<file path="config.mk">
export PLATFORM = sky130hd
export DESIGN_NAME = f_pc_unit
export DESIGN_NICKNAME = d
export VERILOG_FILES = /design/src/rtl/mips_defs.sv /design/src/rtl/f_npc_mux.sv /design/src/rtl/f_pc_unit.sv
export SDC_FILE = /design/constraint.sdc
export NUM_CORES = 1
export LEC_CHECK = 0
export BUFFER_PORTS_ARGS = -buffer_cell sky130_fd_sc_hd__buf_2
export CAP_MARGIN = 20
export CORE_ASPECT_RATIO = 1.4
export CORE_MARGIN = 2
export CORE_UTILIZATION = 45
export CTS_BUF_LIST = sky130_fd_sc_hd__clkbuf_8
export CTS_CLUSTER_SIZE = 25
export DETAILED_ROUTE_END_ITERATION = 8
export GPL_TIMING_DRIVEN = 0
export PLACE_DENSITY = 0.73
export SLEW_MARGIN = 20
export SYNTH_ARGS = -nofsm -noshare
export SYNTH_HDL_FRONTEND = slang
export SYNTH_SLANG_ARGS = --single-unit
</file>
<file path="constraint.sdc">
create_clock -name clk -period 2.45 [get_ports clk]
set_clock_uncertainty 0.15 [all_clocks]
set_input_delay 0 -clock clk [delete_from_list [all_inputs] [get_ports clk]]
set_output_delay 0 -clock clk [all_outputs]
set_load 0.005 [all_outputs]
</file>
<file path="src/rtl/mips_defs.sv">
// Shared definitions for the P7 pipelined MIPS CPU: the machine word type
// and the fixed fetch addresses used by the program-counter logic.
package mips_defs;

    typedef logic [31:0] word_t;

    // First instruction fetched after reset.
    localparam word_t DEF_RESET_PC   = 32'h0000_3000;

    // Common entry point for all exceptions and interrupts.
    localparam word_t DEF_HANDLER_PC = 32'h0000_4180;

    // Distance between consecutive sequential fetches (one word).
    localparam word_t PC_INCR        = 32'h0000_0004;

endpackage : mips_defs

</file>
<file path="src/rtl/f_npc_mux.sv">
// Next fetch address selection. Purely combinational so the priority order
// between reset, exception entry, eret, stall, redirect and sequential flow
// is kept in one place and can be exercised on its own.
module f_npc_mux
    import mips_defs::*;
#(
    parameter word_t RESET_PC   = DEF_RESET_PC,
    parameter word_t HANDLER_PC = DEF_HANDLER_PC
) (
    input  logic        reset,
    input  logic        req,
    input  logic        d_eret,
    input  logic        f_stall,
    input  logic        d_redirect,
    input  logic [31:0] pc,
    input  logic [31:0] epc,
    input  logic [31:0] d_target,
    output logic [31:0] npc
);

    // Priority chain: an exception request beats the stall so the handler
    // is entered even while the pipeline is frozen; eret is only honoured
    // when not stalled, otherwise the PC simply holds and eret retries.
    always_comb begin
        npc = pc + PC_INCR;
        if (reset) begin
            npc = RESET_PC;
        end else if (req) begin
            npc = HANDLER_PC;
        end else if (d_eret && !f_stall) begin
            npc = epc;
        end else if (f_stall) begin
            npc = pc;
        end else if (d_redirect) begin
            npc = d_target;
        end
    end

endmodule : f_npc_mux

</file>
<file path="src/rtl/f_pc_unit.sv">
// Fetch-stage program counter. Holds the current fetch address in a single
// register and produces the delay-slot and eret-flush flags for the F/D
// pipeline register.
module f_pc_unit
    import mips_defs::*;
#(
    parameter word_t RESET_PC   = DEF_RESET_PC,
    parameter word_t HANDLER_PC = DEF_HANDLER_PC
) (
    input  logic        clk,
    input  logic        reset,
    input  logic        F_stall,
    input  logic        Req,
    input  logic        D_eret,
    input  logic [31:0] EPC,
    input  logic        D_redirect,
    input  logic [31:0] D_target,
    input  logic        D_is_jump,
    output logic [31:0] F_pc,
    output logic        F_bd,
    output logic        F_flush
);

    word_t pc_q;
    word_t pc_d;
    logic  bd_d;
    logic  flush_d;

    f_npc_mux #(
        .RESET_PC   (RESET_PC),
        .HANDLER_PC (HANDLER_PC)
    ) u_npc_mux (
        .reset      (reset),
        .req        (Req),
        .d_eret     (D_eret),
        .f_stall    (F_stall),
        .d_redirect (D_redirect),
        .pc         (pc_q),
        .epc        (EPC),
        .d_target   (D_target),
        .npc        (pc_d)
    );

    // PC register; the mux already folds reset into pc_d, and the explicit
    // reset branch keeps the register's reset state obvious to synthesis.
    always_ff @(posedge clk) begin
        if (reset) begin
            pc_q <= RESET_PC;
        end else begin
            pc_q <= pc_d;
        end
    end

    // Whatever sits in F while a branch/jump is in D is its delay slot,
    // except the handler fetch; eret has no delay slot so its follower dies.
    always_comb begin
        bd_d    = D_is_jump & ~reset & ~Req;
        flush_d = D_eret & ~F_stall & ~Req & ~reset;
    end

    assign F_pc    = pc_q;
    assign F_bd    = bd_d;
    assign F_flush = flush_d;

endmodule : f_pc_unit

</file>
==> impl_metrics.json, run 1 <==
{
  "violations": "negative hold slack",
  "rsz0062_at_grt": "false",
  "dp_hpwl_um": 6450,
  "cp_max_fo": 8,
  "dp_slack_ps": 380,
  "p_leak_nw": 1.49,
  "ys_seq_elements": 32,
  "yosysSeqAreaShare_pct": 27.0,
  "syn_area_sq_um": 2370,
  "ioPinCount": 105,
  "synth-main-ff-cell": "dfxtp_1",
  "path_class": "reg2reg",
  "gp_congestion": 0.884,
  "die_x_um": 65.4,
  "ys_warn_count": 0,
  "vias_per_cell": 6.06,
  "core_area_sq_um": 5120,
  "cts_buffers": 5,
  "placementRows": 31,
  "max_freq_mhz": 432,
  "synth_area_leader_cell": "dfxtp_1",
  "fin_area_sq_um": 3480,
  "netlist_instances": 310,
  "max_slew_margin_pct": 55.1,
  "dpl-instance-area_sq_um": 2970,
  "n_fill_cell": 467,
  "multi_input_area_sq_um": 1620,
  "synthArstFlopShare_pct": 0,
  "synth_top_area_share_pct": 27.0,
  "synth_edf_count": 0,
  "nets": 534,
  "first_pass_iters": 5,
  "die-area_sq_um": 5880,
  "path_cells": "ha_1 > and3_2 > nand3_1 > xor2_1 > a211o_1 > a21oi_1 > dlygate4sd3_1",
  "path_buf_inv": 1,
  "hold_path_class": "in2reg",
  "setup_tns_ps": 0,
  "drt_iter0_drc": 261,
  "largest_register_ff_count": 30,
  "wl_um": 9410,
  "final_cell_mix": "106 x buf_2, 43 x dlygate4sd3_1, 31 x a21oi_1",
  "post-route-worst-setup-slack_ps": 135,
  "clk_latency_ps": 290,
  "drive_gt1_share_pct": 29.2,
  "area_delta_synth_final_pct": 46.6,
  "die_h_um": 89.9,
  "regArea_sq_um": 643,
  "ys_types": 58,
  "end_kind": "flip-flop",
  "slowest_stage": "dlygate4sd3_1",
  "irDropWorstVdd_v": 0.000306,
  "cp.required_ps": 2530,
  "slowest_delay_ps": 560,
  "antenna_found_initial": 0,
  "cp.arrival_ps": 2400,
  "maxSlewViolCount": 0,
  "cts_tree": "built",
  "hold_viol_final": 2,
  "hold_ws_ps": -2.93,
  "cts_buffer_depth": 2,
  "synth.avg_cell_area_sq_um": 7.65,
  "n_antenna_cell": 0,
  "root_buffer": "clkbuf_8",
  "cp-start-kind": "flip-flop",
  "grt_pass1_vias": 3072,
  "grt_overflow": 0,
  "run_status": "complete, but fails checks",
  "finalPower_w": 0.00135,
  "grt_pass1_wl_um": 14600,
  "cts.htree.levels": 2,
  "cp_top_family": "buffers and inverters",
  "final_common_cell": "buf_2",
  "grt_max_degree": 11,
  "wl_per_cell_um": 17.8,
  "finalCriticalPeriod_ps": 2320,
  "synth_area_leaders": "dfxtp_1 27%, a21oi_1 6.5%, o21ai_0 5.1%",
  "cts_sinks": 32,
  "tightest_slew_ps": 674,
  "post-route-drc-count": 0,
  "initial_core_util_pct": 46.3,
  "drtAntennaViolNets": 0,
  "fin_crit_sh_pct": 94.5,
  "cap_violations": 0,
  "path_clk_slew_ps": 70,
  "vias": 3200,
  "port_buffers": 102,
  "syn_nets": 382,
  "finalSetupViolCount": 0,
  "power.density_nw_per_um2": 387,
  "grtUsageTotal_pct": 31.9
}
[final timing paths]
| check | cells past startpoint | slack [ps] | startpoint | end |
|---|---|---|---|---|
| min | 5 | -3 | D_target[28] | F_pc[28] |
| min reg2reg | 2 | 410 | F_pc[3] | F_pc[3] |
| max reg2reg | 7 | 130 | F_pc[2] | F_pc[8] |
| max | 7 | 130 | F_pc[2] | F_pc[8] |
[cell type report]
class	count	share of cell area, %
Multi-Input combinational cell	250	46.6
Timing Repair Buffer	145	27.1
Sequential cell	32	18.5
Buffer	21	2.52
Tap cell	66	2.37
Clock buffer	5	1.98
Inverter	7	0.756
Clock inverter	2	0.252
[Yosys cell counts, types with 4 or more instances]
cell type	number
a211oi_2	4
a21oi_1	31
a22o_1	4
a22oi_1	5
and3_1	4
buf_2	4
clkbuf_1	14
dfxtp_1	32
inv_1	4
mux2i_1	7
nand2_1	27
nand3_1	11
nand4_1	9
nor2_1	21
nor3_1	10
nor4_1	4
o211ai_1	5
o21ai_0	24
o221ai_1	5
o22ai_1	13
xnor2_1	6
xor2_1	7
[metal layers]
metal / track usage, % / vias to the layer above / wire, um
li1: - / 1497 / -
met1: 36.9 / 1465 / 3500
met2: 53.6 / 199 / 4700
met3: 5.51 / 39 / 799
met4: 18.8 / 0 / 405
met5: 0 / - / 0
[metrics by stage]
stage / instances / utilization, %
final: 528 / 67.9
after global routing: 528 / 67.9
after detailed placement: 478 / 57.9
after global placement: 478 / 57.9
after CTS: 528 / 67.8
after floorplan: 310 / -
[power by group]
group	internal [W]	total, W	switching (W)	leakage (nW)
clock	0.000189	0.000400	0.000211	0.0452
sequential	0.000546	0.000589	0.0000429	0.263
combinational	0.000182	0.000358	0.000175	1.18
total	0.000918	0.00135	0.000429	1.49
[cell families after synthesis]
logic type / Yosys count / synth area share [%]
AO/OA/AOI/OAI: 121 / 34.2
buffers and inverters: 28 / 4.80
AND/OR/NAND/NOR: 108 / 25.7
multiplexers: 7 / 2.95
flip-flops: 32 / 27.0
XOR/XNOR: 13 / 4.80
adder cells (fa/ha/maj): 1 / 0.527
[worst min-delay path, cell delays in order]
cell      delay, ps
buf_2            90
o22ai_1         100
nand2_1          60
o21ai_0          90
a211oi_2         50
[repair_timing]
action	CTS	global route
buffers inserted	0	0
hold buffers	43	0
setup endpoints to repair	0	2
gates resized for setup	0	3
endpoints found under the hold margin	24	0
No activity file was read; power rests on OpenSTA's default activity.
==> run 2, diff against run 1 <==
--- a/config.mk
+++ b/config.mk
@@ -5,7 +5,7 @@
 export SDC_FILE = /design/constraint.sdc
 export NUM_CORES = 1
 export LEC_CHECK = 0
-export BUFFER_PORTS_ARGS = -buffer_cell sky130_fd_sc_hd__buf_2
+export BUFFER_PORTS_ARGS = -buffer_cell sky130_fd_sc_hd__buf_4
 export CAP_MARGIN = 20
 export CORE_ASPECT_RATIO = 1.4
 export CORE_MARGIN = 2
==> constraint.sdc (replaced) <==
create_clock -name clk -period 2.45 [get_ports clk]
set_clock_uncertainty 0.15 [all_clocks]
set_input_delay 0 -clock clk [delete_from_list [all_inputs] [get_ports clk]]
set_output_delay 0 -clock clk [all_outputs]
set_load 0.05 [all_outputs]
==> impl_metrics.json, run 2 (synthesized netlist as in run 1, its figures left out) <==
{
  "tightest_slew_ps": 696,
  "rsz0062_at_grt": "false",
  "cp_max_fo": 8,
  "fin_crit_sh_pct": 95.7,
  "fin_area_sq_um": 3700,
  "drt_iter0_drc": 315,
  "dp_hpwl_um": 6720,
  "post-route-worst-setup-slack_ps": 105,
  "initial_core_util_pct": 46.3,
  "port_buffers": 102,
  "irDropWorstVdd_v": 0.000289,
  "cap_violations": 0,
  "utilization_pct": 72.4,
  "n_antenna_cell": 0,
  "path_clk_slew_ps": 70,
  "hold_viol_final": 2,
  "final_cell_mix": "103 x buf_4, 38 x dlygate4sd3_1, 31 x a21oi_1",
  "area_delta_synth_final_pct": 56.2,
  "slowest_stage": "dlygate4sd3_1",
  "violations": "negative hold slack",
  "cp.arrival_ps": 2430,
  "finalSetupViolCount": 0,
  "vias": 3201,
  "run_status": "complete, but fails checks",
  "antenna_found_initial": 0,
  "drtAntennaViolNets": 0,
  "max_slew_margin_pct": 53.6,
  "post-cts-setup-buffers": 0,
  "switchingPower_w": 0.000530,
  "largest_register_ff_count": 30,
  "clock_power_share_pct": 28.8,
  "drive_gt1_share_pct": 29.7,
  "die_x_um": 65.4,
  "dp_slack_ps": 359,
  "final_common_cell": "buf_4",
  "vias_per_cell": 6.11,
  "n_fill_cell": 442,
  "power.density_nw_per_um2": 410,
  "wl_um": 9880,
  "seq_power_share_pct": 38.9,
  "path_class": "reg2reg",
  "first_pass_iters": 5,
  "cts_tree": "built",
  "grt_overflow": 0,
  "wl_per_cell_um": 18.8,
  "cts_sinks": 32,
  "p_int_w": 0.000989,
  "grt_pass1_vias": 3131,
  "grtUsageTotal_pct": 33.7,
  "die_h_um": 89.9,
  "finalCriticalPeriod_ps": 2340,
  "die-area_sq_um": 5880,
  "cp-start-kind": "flip-flop",
  "p_comb_share_pct": 32.4,
  "placementRows": 31,
  "core_area_sq_um": 5120,
  "dpl-instance-area_sq_um": 3220,
  "path_cells": "ha_2 > and3_2 > nand3_1 > xor2_1 > a211o_1 > a21oi_1 > dlygate4sd3_1",
  "clk_latency_ps": 290,
  "post-route-drc-count": 0,
  "grt_pass1_wl_um": 15400,
  "nets": 529,
  "gp_congestion": 0.918,
  "p_leak_nw": 1.54,
  "hold_ws_ps": -6.32,
  "path_buf_inv": 1,
  "cts_buffer_depth": 2,
  "regArea_sq_um": 643,
  "end_kind": "flip-flop",
  "root_buffer": "clkbuf_8",
  "setup_tns_ps": 0,
  "max_freq_mhz": 427,
  "cts.htree.levels": 2,
  "cp.required_ps": 2540,
  "p_sw_share_pct": 34.9,
  "cp_top_family": "buffers and inverters",
  "slowest_delay_ps": 560,
  "grt_max_degree": 11,
  "multi_input_area_sq_um": 1630,
  "hold_path_class": "in2reg",
  "maxSlewViolCount": 0,
  "ioPinCount": 105,
  "cts_buffers": 5
}
-- run 2: cell count changes in the layout (fill, tap and decap cells not counted) --
cell / before / now
buf_2: 106 / 4
buf_4: 1 / 103
clkbuf_8: 5 / 6
clkinv_2: 1 / 0
dlygate4sd3_1: 43 / 38
ha_1: 1 / 0
ha_2: 0 / 1
inv_1: 5 / 6
nand3_2: 2 / 1
nand3_4: 1 / 2
-- run 2: final timing paths --
path / from / endpoint / slack, ps / cells past startpoint
setup / recovery: F_pc[2] / F_pc[8] / 110 / 7
hold / removal: D_target[18] / F_pc[18] / -6 / 4
setup reg to reg: F_pc[2] / F_pc[8] / 110 / 7
hold reg to reg: F_pc[3] / F_pc[3] / 410 / 2
-- run 2: timing repair --
item / 4_1_cts / 5_1_grt
gates resized for setup: 0 / 5
endpoints found under the hold margin: 23 / 0
endpoints found under the setup margin: 0 / 2
hold buffers: 38 / 0
-- run 2: worst register-to-register path: stages, from the launching register on --
cell and delay, ps:
dfxtp_2 410, ha_2 220, and3_2 250, nand3_1 100, xor2_1 160, a211o_1 300
a21oi_1 140, dlygate4sd3_1 560
-- run 2: final cells by class --
| class | count | share of cell area, % |
|---|---|---|
| flip-flops and latches | 32 | 17.4 |
| multi-input cells | 250 | 44.0 |
| clock inverters | 2 | 0.203 |
| repair buffers | 140 | 30.9 |
| well taps | 66 | 2.23 |
| plain buffers | 21 | 2.36 |
| clock buffers | 6 | 2.23 |
| inverters | 7 | 0.709 |
-- run 2: metrics by stage --
step	hold slack [ps]	instances	total power (W)
6_report	-6.32	524	0.00152
2_1_floorplan	0.348	310	0.000839
3_5_place_dp	131	478	0.00103
4_1_cts	1.07	524	0.00150
5_1_grt	26.0	524	0.00156
3_3_place_gp	120	478	0.00102
-- run 2: layer usage --
metal / track usage [%] / wire (um)
met1: 40.0 / 3700
met2: 56.4 / 4960
met3: 4.63 / 792
met4: 19.6 / 429
met5: 0 / 0
-- run 2: power groups by stage --
| stage | combinational, W | clock, W | sequential, W |
|---|---|---|---|
| finish | 0.000492 | 0.000437 | 0.000590 |
| floorplan | 0.000159 | 0 | 0.000680 |
| CTS | 0.000481 | 0.000431 | 0.000588 |
| global route | 0.000519 | 0.000450 | 0.000595 |
| detailed placement | 0.000428 | 0 | 0.000601 |
| global placement | 0.000424 | 0 | 0.000599 |
